<file path="src/rtl/game_flow_ctrl_if.sv">
// Control bundle between the game-flow controller and the rest of the puzzle design.
// The slave side is the controller; the master side drives buttons/engine status.
interface game_flow_ctrl_if #(
  parameter int N_LEVELS = 3
);
  logic [N_LEVELS-1:0] level_req;
  logic                move;
  logic                win;
  logic                lose;
  logic                draw_done;
  logic                clear;
  logic                draw_grid;
  logic [N_LEVELS-1:0] draw_level;
  logic                draw_num;
  logic                in_game;
  logic                game_over;
  logic                won;
  logic [N_LEVELS-1:0] level_sel;
  logic                draw_timeout;
  logic [3:0]          state_dbg;

  modport master (
    output level_req, move, win, lose, draw_done,
    input  clear, draw_grid, draw_level, draw_num, in_game, game_over,
           won, level_sel, draw_timeout, state_dbg
  );

  modport slave (
    input  level_req, move, win, lose, draw_done,
    output clear, draw_grid, draw_level, draw_num, in_game, game_over,
           won, level_sel, draw_timeout, state_dbg
  );
endinterface

</file>
<file path="src/rtl/game_flow_ctrl.sv">
// Game-flow sequencer for the sliding-puzzle VGA design: clear, grid, level select,
// banner, play, per-move redraw and game-over, with fixed-length or handshake phases.
module game_flow_ctrl #(
  parameter int N_LEVELS    = 3,
  parameter int CNT_W       = 16,
  parameter int DRAW_TICKS  = 3200,
  parameter int CLEAR_TICKS = 16000,
  parameter int USE_DONE    = 1
) (
  input logic              clk,
  input logic              resetn,
  game_flow_ctrl_if.slave  ctrl_io
);

  typedef enum logic [3:0] {
    S_CLEAR  = 4'd0,
    S_GRID   = 4'd1,
    S_SELECT = 4'd2,
    S_LEVEL  = 4'd3,
    S_ARM    = 4'd4,
    S_PLAY   = 4'd5,
    S_NUM    = 4'd6,
    S_OVER   = 4'd7
  } state_e;

  localparam logic [CNT_W-1:0]    CLEAR_LAST = CNT_W'(CLEAR_TICKS - 1);
  localparam logic [CNT_W-1:0]    DRAW_LAST  = CNT_W'(DRAW_TICKS - 1);
  localparam logic [CNT_W-1:0]    CNT_ONE    = CNT_W'(1);
  localparam logic [N_LEVELS-1:0] REQ_ONE    = N_LEVELS'(1);

  state_e              state_q, state_d;
  logic [CNT_W-1:0]    cnt_q, cnt_d;
  logic [N_LEVELS-1:0] level_sel_q, level_sel_d;
  logic                won_q, won_d;
  logic                timeout_q, timeout_d;

  logic [CNT_W-1:0]    lim_last;
  logic                tick_end, done_ok, phase_end, is_phase, req_one_hot, req_none;

  always_comb begin
    state_d     = state_q;
    level_sel_d = level_sel_q;
    won_d       = won_q;
    timeout_d   = 1'b0;

    lim_last    = (state_q == S_CLEAR) ? CLEAR_LAST : DRAW_LAST;
    // >= rather than == so a NUM phase held past its limit still ends on release
    tick_end    = (cnt_q >= lim_last);
    done_ok     = (USE_DONE != 0) && ctrl_io.draw_done && (cnt_q != '0);
    phase_end   = tick_end || done_ok;
    is_phase    = (state_q == S_CLEAR) || (state_q == S_GRID) ||
                  (state_q == S_LEVEL) || (state_q == S_NUM);
    req_none    = (ctrl_io.level_req == '0);
    req_one_hot = !req_none && ((ctrl_io.level_req & (ctrl_io.level_req - REQ_ONE)) == '0);

    case (state_q)
      S_CLEAR:  if (phase_end) state_d = S_GRID;
      S_GRID:   if (phase_end) state_d = S_SELECT;
      S_SELECT: if (req_one_hot) begin
                  state_d     = S_LEVEL;
                  level_sel_d = ctrl_io.level_req;
                end
      S_LEVEL:  if (phase_end) state_d = S_ARM;
      S_ARM:    if (req_none) state_d = S_NUM;
      S_NUM:    if (phase_end && req_none) state_d = S_PLAY;
      S_PLAY:   begin
                  if (ctrl_io.win || ctrl_io.lose) begin
                    state_d = S_OVER;
                    won_d   = ctrl_io.win;
                  end else if (!req_none) begin
                    state_d = S_CLEAR;
                  end else if (ctrl_io.move) begin
                    state_d = S_NUM;
                  end
                end
      S_OVER:   if (!req_none) state_d = S_CLEAR;
      default:  state_d = S_CLEAR;
    endcase

    if ((USE_DONE != 0) && is_phase && (state_d != state_q) && tick_end && !done_ok)
      timeout_d = 1'b1;

    if (state_d != state_q) cnt_d = '0;
    else if (&cnt_q)        cnt_d = cnt_q;
    else                    cnt_d = cnt_q + CNT_ONE;
  end

  always_ff @(posedge clk) begin
    if (!resetn) begin
      state_q     <= S_CLEAR;
      cnt_q       <= '0;
      level_sel_q <= '0;
      won_q       <= 1'b0;
      timeout_q   <= 1'b0;
    end else begin
      state_q     <= state_d;
      cnt_q       <= cnt_d;
      level_sel_q <= level_sel_d;
      won_q       <= won_d;
      timeout_q   <= timeout_d;
    end
  end

  assign ctrl_io.clear        = (state_q == S_CLEAR);
  assign ctrl_io.draw_grid    = (state_q == S_GRID);
  assign ctrl_io.draw_level   = (state_q == S_LEVEL) ? level_sel_q : '0;
  assign ctrl_io.draw_num     = (state_q == S_NUM);
  assign ctrl_io.in_game      = (state_q == S_PLAY);
  assign ctrl_io.game_over    = (state_q == S_OVER);
  assign ctrl_io.won          = won_q;
  assign ctrl_io.level_sel    = level_sel_q;
  assign ctrl_io.draw_timeout = timeout_q;
  assign ctrl_io.state_dbg    = state_q;

endmodule

</file>
<file path="src/flat_wrapper.sv">
// flat-port wrapper written by rule: the top's interface ports become plain ports
module game_flow_ctrl_flat 
#(
  parameter int N_LEVELS    = 3,
  parameter int CNT_W       = 16,
  parameter int DRAW_TICKS  = 3200,
  parameter int CLEAR_TICKS = 16000,
  parameter int USE_DONE    = 1
)
  (clk, resetn, ctrl_io_level_req, ctrl_io_move, ctrl_io_win, ctrl_io_lose, ctrl_io_draw_done, ctrl_io_clear, ctrl_io_draw_grid, ctrl_io_draw_level, ctrl_io_draw_num, ctrl_io_in_game, ctrl_io_game_over, ctrl_io_won, ctrl_io_level_sel, ctrl_io_draw_timeout, ctrl_io_state_dbg);
  game_flow_ctrl_if #(.N_LEVELS(N_LEVELS)) ctrl_io_i ();
  input logic clk;
  input logic resetn;
  input wire logic [$bits(ctrl_io_i.level_req)-1:0] ctrl_io_level_req;
  input wire logic [$bits(ctrl_io_i.move)-1:0] ctrl_io_move;
  input wire logic [$bits(ctrl_io_i.win)-1:0] ctrl_io_win;
  input wire logic [$bits(ctrl_io_i.lose)-1:0] ctrl_io_lose;
  input wire logic [$bits(ctrl_io_i.draw_done)-1:0] ctrl_io_draw_done;
  output wire logic [$bits(ctrl_io_i.clear)-1:0] ctrl_io_clear;
  output wire logic [$bits(ctrl_io_i.draw_grid)-1:0] ctrl_io_draw_grid;
  output wire logic [$bits(ctrl_io_i.draw_level)-1:0] ctrl_io_draw_level;
  output wire logic [$bits(ctrl_io_i.draw_num)-1:0] ctrl_io_draw_num;
  output wire logic [$bits(ctrl_io_i.in_game)-1:0] ctrl_io_in_game;
  output wire logic [$bits(ctrl_io_i.game_over)-1:0] ctrl_io_game_over;
  output wire logic [$bits(ctrl_io_i.won)-1:0] ctrl_io_won;
  output wire logic [$bits(ctrl_io_i.level_sel)-1:0] ctrl_io_level_sel;
  output wire logic [$bits(ctrl_io_i.draw_timeout)-1:0] ctrl_io_draw_timeout;
  output wire logic [$bits(ctrl_io_i.state_dbg)-1:0] ctrl_io_state_dbg;
  assign ctrl_io_i.level_req = ctrl_io_level_req;
  assign ctrl_io_i.move = ctrl_io_move;
  assign ctrl_io_i.win = ctrl_io_win;
  assign ctrl_io_i.lose = ctrl_io_lose;
  assign ctrl_io_i.draw_done = ctrl_io_draw_done;
  assign ctrl_io_clear = ctrl_io_i.clear;
  assign ctrl_io_draw_grid = ctrl_io_i.draw_grid;
  assign ctrl_io_draw_level = ctrl_io_i.draw_level;
  assign ctrl_io_draw_num = ctrl_io_i.draw_num;
  assign ctrl_io_in_game = ctrl_io_i.in_game;
  assign ctrl_io_game_over = ctrl_io_i.game_over;
  assign ctrl_io_won = ctrl_io_i.won;
  assign ctrl_io_level_sel = ctrl_io_i.level_sel;
  assign ctrl_io_draw_timeout = ctrl_io_i.draw_timeout;
  assign ctrl_io_state_dbg = ctrl_io_i.state_dbg;
  game_flow_ctrl #(.N_LEVELS(N_LEVELS), .CNT_W(CNT_W), .DRAW_TICKS(DRAW_TICKS), .CLEAR_TICKS(CLEAR_TICKS), .USE_DONE(USE_DONE)) u_core (.clk(clk), .resetn(resetn), .ctrl_io(ctrl_io_i));
endmodule
</file>
<file path="config.mk">
export PLATFORM = sky130hd
export DESIGN_NAME = game_flow_ctrl_flat
export DESIGN_NICKNAME = d
export VERILOG_FILES = /design/src/rtl/game_flow_ctrl_if.sv /design/src/rtl/game_flow_ctrl.sv /design/src/flat_wrapper.sv
export SDC_FILE = /design/constraint.sdc
export NUM_CORES = 1
export LEC_CHECK = 0
export ABC_AREA = 1
export CORE_AREA = 3 3 50 75
export CTS_CLUSTER_DIAMETER = 120
export DETAILED_ROUTE_END_ITERATION = 12
export DIE_AREA = 0 0 53 78
export PLACE_DENSITY = 0.83
export SLEW_MARGIN = 40
export SYNTH_ARGS = -nofsm -noshare
export SYNTH_HDL_FRONTEND = slang
export SYNTH_SLANG_ARGS = --single-unit
</file>
<file path="constraint.sdc">
create_clock -name clk -period 3.8 [get_ports clk]
set_input_delay 1.14 -clock clk [delete_from_list [all_inputs] [get_ports clk]]
set_output_delay 1.14 -clock clk [all_outputs]
set_load 0.03 [all_outputs]
</file>
# Word-level counts from Yosys, hierarchy flattened
# Index checks and enable logic that the tools add are counted.
# W data, S select, Z words.
totals:
  ff_bits: 25
  elab_cells: 53
  out_inout_bits: 17
op_classes:
  n_addsub: 2
  muxes: 14
  order_cmp: 1
  n_bitwise: 2
  eq_ne: 8
  n_reduce_logical: 21
ops:
  columns: ["operator", "n"]
  rows:
  - ["$mux W4", 10]
  - ["$pmux W4 S8", 1]
  - ["$add A16 B1 Y16 const B", 1]
  - ["$eq A4 B3 Y1 const B", 4]
  - ["$ge A16 B16 Y1", 1]
  - ["$reduce_and A16 Y1", 1]
  - ["$reduce_bool A16 Y1", 1]
  - ["$mux W14", 1]
  - ["$eq A4 B2 Y1 const B", 2]
  - ["$logic_and A1 B1 Y1", 6]
  - ["$logic_not A3 Y1", 2]
  - ["$logic_or A1 B1 Y1", 5]
  - ["$eq A4 B1 Y1 const B", 1]
  - ["$logic_not A4 Y1", 1]
  - ["$ne A4 B4 Y1", 1]
  - ["$reduce_and A2 Y1", 2]
  - ["$and A3 B3 Y3", 1]
  - ["$mux W3", 1]
  - ["$sub A3 B1 Y3 const B", 1]
  - ["$logic_not A1 Y1", 2]
  - ["$reduce_or A2 Y1", 1]
  - ["$mux W1", 1]
  - ["$not A1 Y1", 1]

# Logic depth before layout (Yosys ltp)
# Gate-level depths: netlist of the first run.
depth:
  ltp_word: 12
  mapped_depth: 19

# Worst setup path after synthesis of the first run
# Ideal clock, no wire load.
synth_path:
  path_type: "reg-to-reg"
  from: "register u_core.state_q[3], in the netlist u_core.ctrl_io.state_dbg[3]"
  to: "register u_core.cnt_q[13]"
  path_stages_with_launch: 18
  synth_period_minus_slack_ps: 3358
  path_buffers: 1
  t_required_ps: 3738
  arrival_time_ps: 3296
  path_slack_ps: 442
  setup_time_ps: 62
  path_cell_list: "dfxtp_1 -> nor2_2 -> inv_1 -> nor3_1 -> inv_1 -> ha_1 -> a21oi_1 -> nand2_1 -> nor2_4 -> nand3_4 -> nand2_1 -> nand2_1 -> nand3_1 -> nand2_1 -> nand2_2 -> nand4_4 -> buf_12 -> nor2_4"
synth_between:
  elab_chain_len: 9
synth_rtl:
  columns: ["element", "line_no", "source"]
  rows:
  - ["from (decl)", "game_flow_ctrl.sv:31", "state_e state_q, state_d;"]
  - ["from (signal assigned)", "game_flow_ctrl.sv:96", "state_q <= state_d;"]
  - ["$logic_not A4 Y1 *", null, null]
  - ["net ctrl_io_clear", "flat_wrapper.sv:19", "output wire logic [$bits(ctrl_io_i.clear)-1:0] ctrl_io_clear;"]
  - ["$mux W14", "game_flow_ctrl.sv:46", "lim_last = (state_q == S_CLEAR) ? CLEAR_LAST : DRAW_LAST;"]
  - ["$ge A16 B16 Y1", "game_flow_ctrl.sv:48", "tick_end = (cnt_q >= lim_last);"]
  - ["$logic_or A1 B1 Y1", "game_flow_ctrl.sv:50", "phase_end = tick_end || done_ok;"]
  - ["$logic_and A1 B1 Y1", "game_flow_ctrl.sv:65", "S_NUM: if (phase_end && req_none) state_d = S_PLAY;"]
  - ["$mux W4", "game_flow_ctrl.sv:65", null]
  - ["$pmux W4 S8 *", "game_flow_ctrl.sv:56", "case (state_q)"]
  - ["$ne A4 B4 Y1 *", "game_flow_ctrl.sv:83", "if (state_d != state_q) cnt_d = '0;"]
  - ["$reduce_or A2 Y1 (no source line) *", null, null]
  - ["to (signal assigned)", "game_flow_ctrl.sv:97", "cnt_q <= cnt_d;"]
  - ["to (decl)", "game_flow_ctrl.sv:32", "logic [CNT_W-1:0] cnt_q, cnt_d;"]
# The timed path passes the listed nets; every way through them passes the cells marked *.
# A chain may end at the register's enable or synchronous reset.

# Worst setup path after layout of the first run
layout_path:
  from: "register u_core.state_q[0], in the netlist u_core.ctrl_io.state_dbg[0]"
  to: "output port ctrl_io_draw_level[2]"
layout_between:
  elab_chain_len: 2
layout_rtl:
  columns: ["element", "line_no", "source"]
  rows:
  - ["$eq A4 B2 Y1", "game_flow_ctrl.sv:106", "assign ctrl_io.draw_level = (state_q == S_LEVEL) ? level_sel_q : '0;"]
  - ["$mux W3", "game_flow_ctrl.sv:106", null]
  - ["to (decl)", "flat_wrapper.sv:21", "output wire logic [$bits(ctrl_io_i.draw_level)-1:0] ctrl_io_draw_level;"]
# Every way passes these cells.

==> results.ini, run 1 <==
[floorplanning]
fp-row-count=25
dieHeight_um=78
die_x_um=53
ios=26
dieArea_mm2=0.00413
start_util_pct=53.7
core_mm2=0.00316

[timing]
setup_viol=0
slew_headroom_pct=59.5
finalCritPeriodShare_pct=87.6
hold_viol=0
finClkSkew_ns=0.00143
fmax_ghz=0.300
min_period_ns=3.33
rsz0062_at_grt=no
tightest_slew_ns=0.603
setup_tns_ns=0
slew_violations=0

[drt]
antenna_left=0
drt_first_pass_iters=4
drc=0
vias=1578
wl_mm=3.77
viasPerCell=5.28
drt_iter0_markers=12
detail_route.wl_per_cell_um=12.6

[power]
power_leakage_nw=0.805
switchingPower_mw=0.122
power_frac_seq_pct=55.5
ir_worst_vdd_mv=0.229
total_power_mw=0.480
powerDensity_mw_per_mm2=237
intPower_mw=0.358
p_comb_share_pct=10.9
clockPowerShare_pct=33.5
switching_share_pct=25.4

[synth]
syn_area_per_cell_um2=7.31
yosys.area.top_type=dfxtp_1
synthFlopType=dfxtp_1
synth_mux_area_share_pct=0
ys_top_cells_by_area=dfxtp_1 29%, nand2_1 9.3%, nor2_1 8.0%
synth_compound_area_share_pct=9.96
yosysWarnings=0
synthArstFlopShare_pct=0
synth_xor_area_share_pct=6.19
synth.distinct_cells=31
yosysMostFrequentCell=nand2_1
synth_top_family_by_area=simple AND/OR/NAND/NOR gates
synthesis.area_mm2=0.00170
synth-edff-count=0
synth-seq-area-share_pct=29.5
synth_top_area_share_pct=29.5
synthAdderAreaFrac_pct=3.69
synth-simple-area-share_pct=41.4
syn_nets=246
synth_common_cells=42 x nand2_1, 36 x nor2_1, 25 x dfxtp_1
ys_seq_elements=25
synthCells=232

[layout]
final_core_utilization_pct=64.1
areaGrowthSynthToFinish_pct=19.3
num_antenna_cells=0
fin_nets=274
drive_gt1_share_pct=17.8

[worst_setup_path]
worstPathRequired_ns=2.66
r2r_end=u_core.cnt_q[5]
cp-endpoint=ctrl_io_draw_level[2]
cp-start-kind=flip-flop
crit_type=flip-flop to output pin
worstSetupEndpointType=output pin
crit_fanout=9
r2r_start=u_core.ctrl_io.state_dbg[3]
cp-startpoint=u_core.ctrl_io.state_dbg[0]
reg2reg_depth=16
r2r_slack_ns=0.64
crit_arrival_ns=2.19

[global_routing]
antenna_found_initial=0
grt_pass1_wl_mm=6.36
grt_overflow=0
grt_usage_pct=20.1
grt_max_degree=17
grt_pass1_vias=1544

[cts]
ctsHoldBuffers=0
cts.path.max_buffers=2
cts_buffers=3
tritoncts=done
cts_resized=0
clk_latency_ns=0.27
ctsHtreeMaxLevel=1
cts_num_sinks=25
cts_setup_buffers=0
root_buffer=clkbuf_8
clkSlewWorstSetupHoldPaths_ns=0.09

[min_path]
worst_hold_path_type=flip-flop to flip-flop
whs_path_depth=2

[place]
portBuffers=25
dpl.hpwl_mm=3.06
routabilityCongestion=0.913

[run_status]
status=finished, final reports clean

[flow_run]
drv_cap=0

[layout make-up]
| class | instances | area, µm² |
|---|---|---|
| fill | 299 | 1130 |
| sequential | 25 | 500 |
| timing repair buffer | 25 | 250 |
| tap | 40 | 50.0 |
| clock inverter | 1 | 7.51 |
| inverter | 33 | 126 |
| clock buffer | 3 | 41.3 |
| multi-input combinational | 172 | 1050 |
[worst max-delay path, cell delays in order, from the launching register on]
cell             delay (ns)
dfxtp_1                0.56
nand2_1                0.15
nor2_1                 0.27
inv_1                  0.13
nor2_1                 0.12
clkdlybuf4s50_1        0.68
[worst min-delay path by stage]
stage / start / end / slack (ns)
4_1_cts: u_core.ctrl_io.won / u_core.ctrl_io.won / 0.47
5_1_grt: u_core.ctrl_io.level_sel[0] / u_core.ctrl_io.level_sel[0] / 0.50
2_1_floorplan: u_core.cnt_q[0] / u_core.cnt_q[0] / 0.55
6_report: u_core.ctrl_io.won / u_core.ctrl_io.won / 0.47
3_5_place_dp: u_core.ctrl_io.won / u_core.ctrl_io.won / 0.45
3_3_place_gp: u_core.ctrl_io.won / u_core.ctrl_io.won / 0.45
[power by group through the flow]
stage | clock (mW) | sequential [mW] | combinational, mW
finish | 0.161 | 0.267 | 0.0525
global route | 0.173 | 0.267 | 0.0579
CTS | 0.167 | 0.267 | 0.0529
detailed placement | 0 | 0.273 | 0.0526
global placement | 0 | 0.273 | 0.0515
floorplan | 0 | 0.273 | 0.0340
[sequential cells by signal, indices dropped and copies added, names as in the netlist]
| register | flops |
|---|---|
| u_core.ctrl_io.won | 1 |
| u_core.cnt_q | 16 |
| u_core.ctrl_io.level_sel | 3 |
| u_core.ctrl_io.draw_timeout | 1 |
| u_core.ctrl_io.state_dbg | 4 |
[cells in the final DEF (no fill, tap or decap), drive strengths merged]
master	synthesis	final
a31oi	5	5
conb	1	1
nand3	11	11
inv	33	33
clkdlybuf4s50	0	25
xnor2	3	3
nor3	4	4
xor2	9	9
nand2	48	48
o211ai	3	3
dfxtp	25	25
nor4	2	2
o2111ai	2	2
clkbuf	0	3
a21oi	11	11
ha	5	5
clkinvlp	0	1
o21ai	5	5
nand4	12	12
nor2	51	51
[per-layer routing]
metal  global-route usage, %  up-vias  part of all wire [%]
met2                    35.9       53                    53
li1                        -      808                     -
met3                    2.69       19                   4.5
met1                    20.3      698                    38
met4                    13.6        0                   5.1
met5                       0        -                     0
[cells by family after synthesis]
family | after synthesis
buf+inv | 35
other cells | 1
xor+xnor | 12
flops | 25
fa+ha+maj | 5
simple gates | 128
compound gates | 26
[metrics by stage]
step	setup WS, ns	hold WS [ns]	instances	instance area (µm²)
2_1_floorplan	0.442	0.553	232	1700
3_3_place_gp	0.592	0.449	295	1970
3_5_place_dp	0.490	0.453	295	1980
4_1_cts	0.493	0.467	299	2020
5_1_grt	0.307	0.502	299	2020
6_report	0.471	0.466	299	2020
Note: power is estimated with default switching activity, not from simulation.
==> run 2, diff against run 1 <==
--- a/config.mk
+++ b/config.mk
@@ -5,12 +5,11 @@
 export SDC_FILE = /design/constraint.sdc
 export NUM_CORES = 1
 export LEC_CHECK = 0
-export ABC_AREA = 1
-export CORE_AREA = 3 3 50 75
+export CORE_AREA = 3 3 53 80
 export CTS_CLUSTER_DIAMETER = 120
 export DETAILED_ROUTE_END_ITERATION = 12
-export DIE_AREA = 0 0 53 78
-export PLACE_DENSITY = 0.83
+export DIE_AREA = 0 0 56 83
+export PLACE_DENSITY = 0.79
 export SLEW_MARGIN = 40
 export SYNTH_ARGS = -nofsm -noshare
 export SYNTH_HDL_FRONTEND = slang
==> constraint.sdc (replaced) <==
create_clock -name clk -period 2.95 [get_ports clk]
set_input_delay 0.885 -clock clk [delete_from_list [all_inputs] [get_ports clk]]
set_output_delay 0.885 -clock clk [all_outputs]
set_load 0.03 [all_outputs]
==> results.ini, run 2 <==
[layout]
n_fill_cell=319  ; +6.7%
top_register=u_core.cnt_q
areaGrowthSynthToFinish_pct=31.6
postLayoutCellArea_mm2=0.00231  ; +14%
register_area_um2=505  ; +1.0%
final_common_cell=dfxtp_1
drive_gt1_share_pct=23.6  ; +5.9 points
final_cell_mix=23 x dfxtp_1, 17 x clkdlybuf4s50_1, 15 x buf_4
multi_input_area_mm2=0.00126  ; +20%
num_antenna_cells=0  ; unchanged
fin_nets=252  ; -8.0%
largest_reg_flops=16  ; unchanged

[drt]
detail_route.wl_per_cell_um=16.9  ; +34%
drc=0  ; unchanged
drt_first_pass_iters=4  ; unchanged
drt_iter0_markers=60  ; +48
antenna_left=0  ; unchanged
vias=1699  ; +7.7%
wl_mm=4.73  ; +26%
viasPerCell=6.07  ; +15%

[flow_run]
drv_cap=0  ; unchanged

[worst_setup_path]
r2r_slack_ns=0.09  ; -0.55 ns
r2r_start=u_core.ctrl_io.state_dbg[2]
cp-endpoint=u_core.cnt_q[2]
crit_type=input pin to flip-flop
crit_fanout=8  ; -1
reg2reg_depth=8  ; -8
cp-startpoint=ctrl_io_level_req[2]
crit_arrival_ns=3.06  ; +0.87 ns
r2r_end=u_core.cnt_q[2]
cp-start-kind=input pin
worstPathRequired_ns=3.11  ; +0.45 ns
worstSetupEndpointType=flip-flop

[synth]
ys_top_cells_by_area=dfxtp_1 29%, nor3_2 6.3%, xnor2_1 4.0%
syn_area_per_cell_um2=8.68  ; +19%
syn_nets=216  ; -12%
yosys.area.top_type=dfxtp_1
synth-edff-count=0  ; unchanged
synthCells=202  ; -13%
synth.distinct_cells=56  ; +81%
synthesis.area_mm2=0.00175  ; +3.3%
ys_seq_elements=25  ; unchanged
yosysMostFrequentCell=dfxtp_1
synthArstFlopShare_pct=0  ; unchanged
synth-seq-area-share_pct=28.6  ; -0.95 points
synth_common_cells=25 x dfxtp_1, 13 x nor2_1, 13 x nor3_1
yosysWarnings=0  ; unchanged
synth_top_area_share_pct=28.6  ; -0.95 points
synthFlopType=dfxtp_1

[global_routing]
antenna_found_initial=0  ; unchanged
grt_overflow=0  ; unchanged
grt_pass1_wl_mm=7.72  ; +21%
grt_max_degree=19  ; +2
grt_usage_pct=20.2  ; +0.11 points
grt_pass1_vias=1694  ; +9.7%

[floorplanning]
core_mm2=0.00365  ; +15%
fp-row-count=27  ; +8.0%
ios=26  ; unchanged
dieArea_mm2=0.00465  ; +12%
dieHeight_um=83  ; +6.4%
start_util_pct=48.0  ; -5.7 points
die_x_um=56  ; +5.7%

[timing]
tightest_slew_ns=0.538  ; -0.0649 ns
setup_viol=0  ; unchanged
slew_violations=0  ; unchanged
worst_slack_ns=0.0475  ; -0.423 ns
finalCritPeriodShare_pct=98.4
hold_viol=0  ; unchanged
setup_tns_ns=0  ; unchanged
finClkSkew_ns=0.00132  ; -0.000103 ns
slew_headroom_pct=63.8  ; +4.3 points
fmax_ghz=0.345
min_period_ns=2.90

[cts]
cts_setup_buffers=0  ; unchanged
cts.path.max_buffers=2  ; unchanged
root_buffer=clkbuf_8
tritoncts=done
cts_num_sinks=25  ; unchanged
cts_buffers=3  ; unchanged
clk_latency_ns=0.27  ; about the same
ctsHtreeMaxLevel=1  ; unchanged
clkSlewWorstSetupHoldPaths_ns=0.09  ; about the same

[place]
portBuffers=25  ; unchanged
place_ws_ns=-0.242  ; -0.732 ns
routabilityCongestion=0.918  ; +0.56%
place_area_mm2=0.00217  ; +9.8%
dpl.hpwl_mm=3.45  ; +13%

[power]
powerDensity_mw_per_mm2=278  ; +17%
power_leakage_nw=0.886  ; +10%
ir_worst_vdd_mv=0.228  ; -0.52%

[min_path]
worst_hold_path_type=flip-flop to flip-flop

[run_status]
status=finished, final reports clean

==> run 2: final cells by class <==
cell class	count	share of cell area, %
clock buffers	3	1.79
clock inverters	1	0.217
inverters	8	1.30
multi-input cells	159	54.6
flip-flops and latches	25	21.9
well taps	43	2.33
repair buffers	41	17.8
==> run 2: critical path, stage by stage <==
cell            delay [ns]
dlymetal6s2s_1        0.14
or4b_4                0.56
a2111oi_4             0.36
nor3_2                0.11
mux2_4                0.34
o311ai_4              0.38
clkbuf_16             0.24
nor4_2                0.05
==> run 2: per-stage QoR <==
step / utilization, % / power (mW) / hold slack (ns) / cells
floorplan: - / 0.404 / 0.508 / 202
global placement: 59.5 / 0.437 / 0.524 / 275
detailed placement: 59.5 / 0.438 / 0.534 / 275
CTS: 60.8 / 0.637 / 0.550 / 279
global route: 63.2 / 0.662 / 0.594 / 280
finish: 63.2 / 0.642 / 0.558 / 280
==> run 2: worst min-delay path by stage <==
stage | from | endpoint | cells after the start
after floorplan | u_core.cnt_q[10] | u_core.cnt_q[10] | 2
after global placement | u_core.ctrl_io.won | u_core.ctrl_io.won | 2
after detailed placement | u_core.ctrl_io.won | u_core.ctrl_io.won | 2
after CTS | u_core.ctrl_io.level_sel[2] | u_core.ctrl_io.level_sel[2] | 2
after global routing | u_core.cnt_q[2] | u_core.cnt_q[2] | 2
final | u_core.ctrl_io.won | u_core.ctrl_io.won | 2
==> run 2: what timing repair did <==
item	CTS	global route
endpoints found under the setup margin	4	20
pin swaps	0	4
gates cloned	0	1
hold buffers	0	0
resized for setup	2	13
==> run 2: cells by family after synthesis <==
kind of cell               Yosys count  share of synthesized area [%]
AOI/OAI and AO/OA                   38                           19.2
buffers and inverters               18                           4.85
adders and majority gates            5                           3.57
other                                1                          0.214
and+or+nand+nor                     99                           35.0
DFF                                 25                           28.6
muxes                                4                           2.57
xor gates and xnor gates            12                           6.00
==> run 2: routing by layer <==
layer / vias up / share of wire [%] / track usage (%)
li1: 815 / - / -
met1: 799 / 37 / 21.8
met2: 67 / 56 / 39.2
met3: 18 / 3.6 / 1.71
met4: 0 / 3.4 / 7.34
met5: - / 0 / 0
==> run 2: where the power goes <==
part | internal, mW | switching, mW | leakage (nW)
Clock | 0.0946 | 0.111 | 0.0255
Combinational | 0.0438 | 0.0521 | 0.658
Sequential | 0.339 | 0.00196 | 0.203
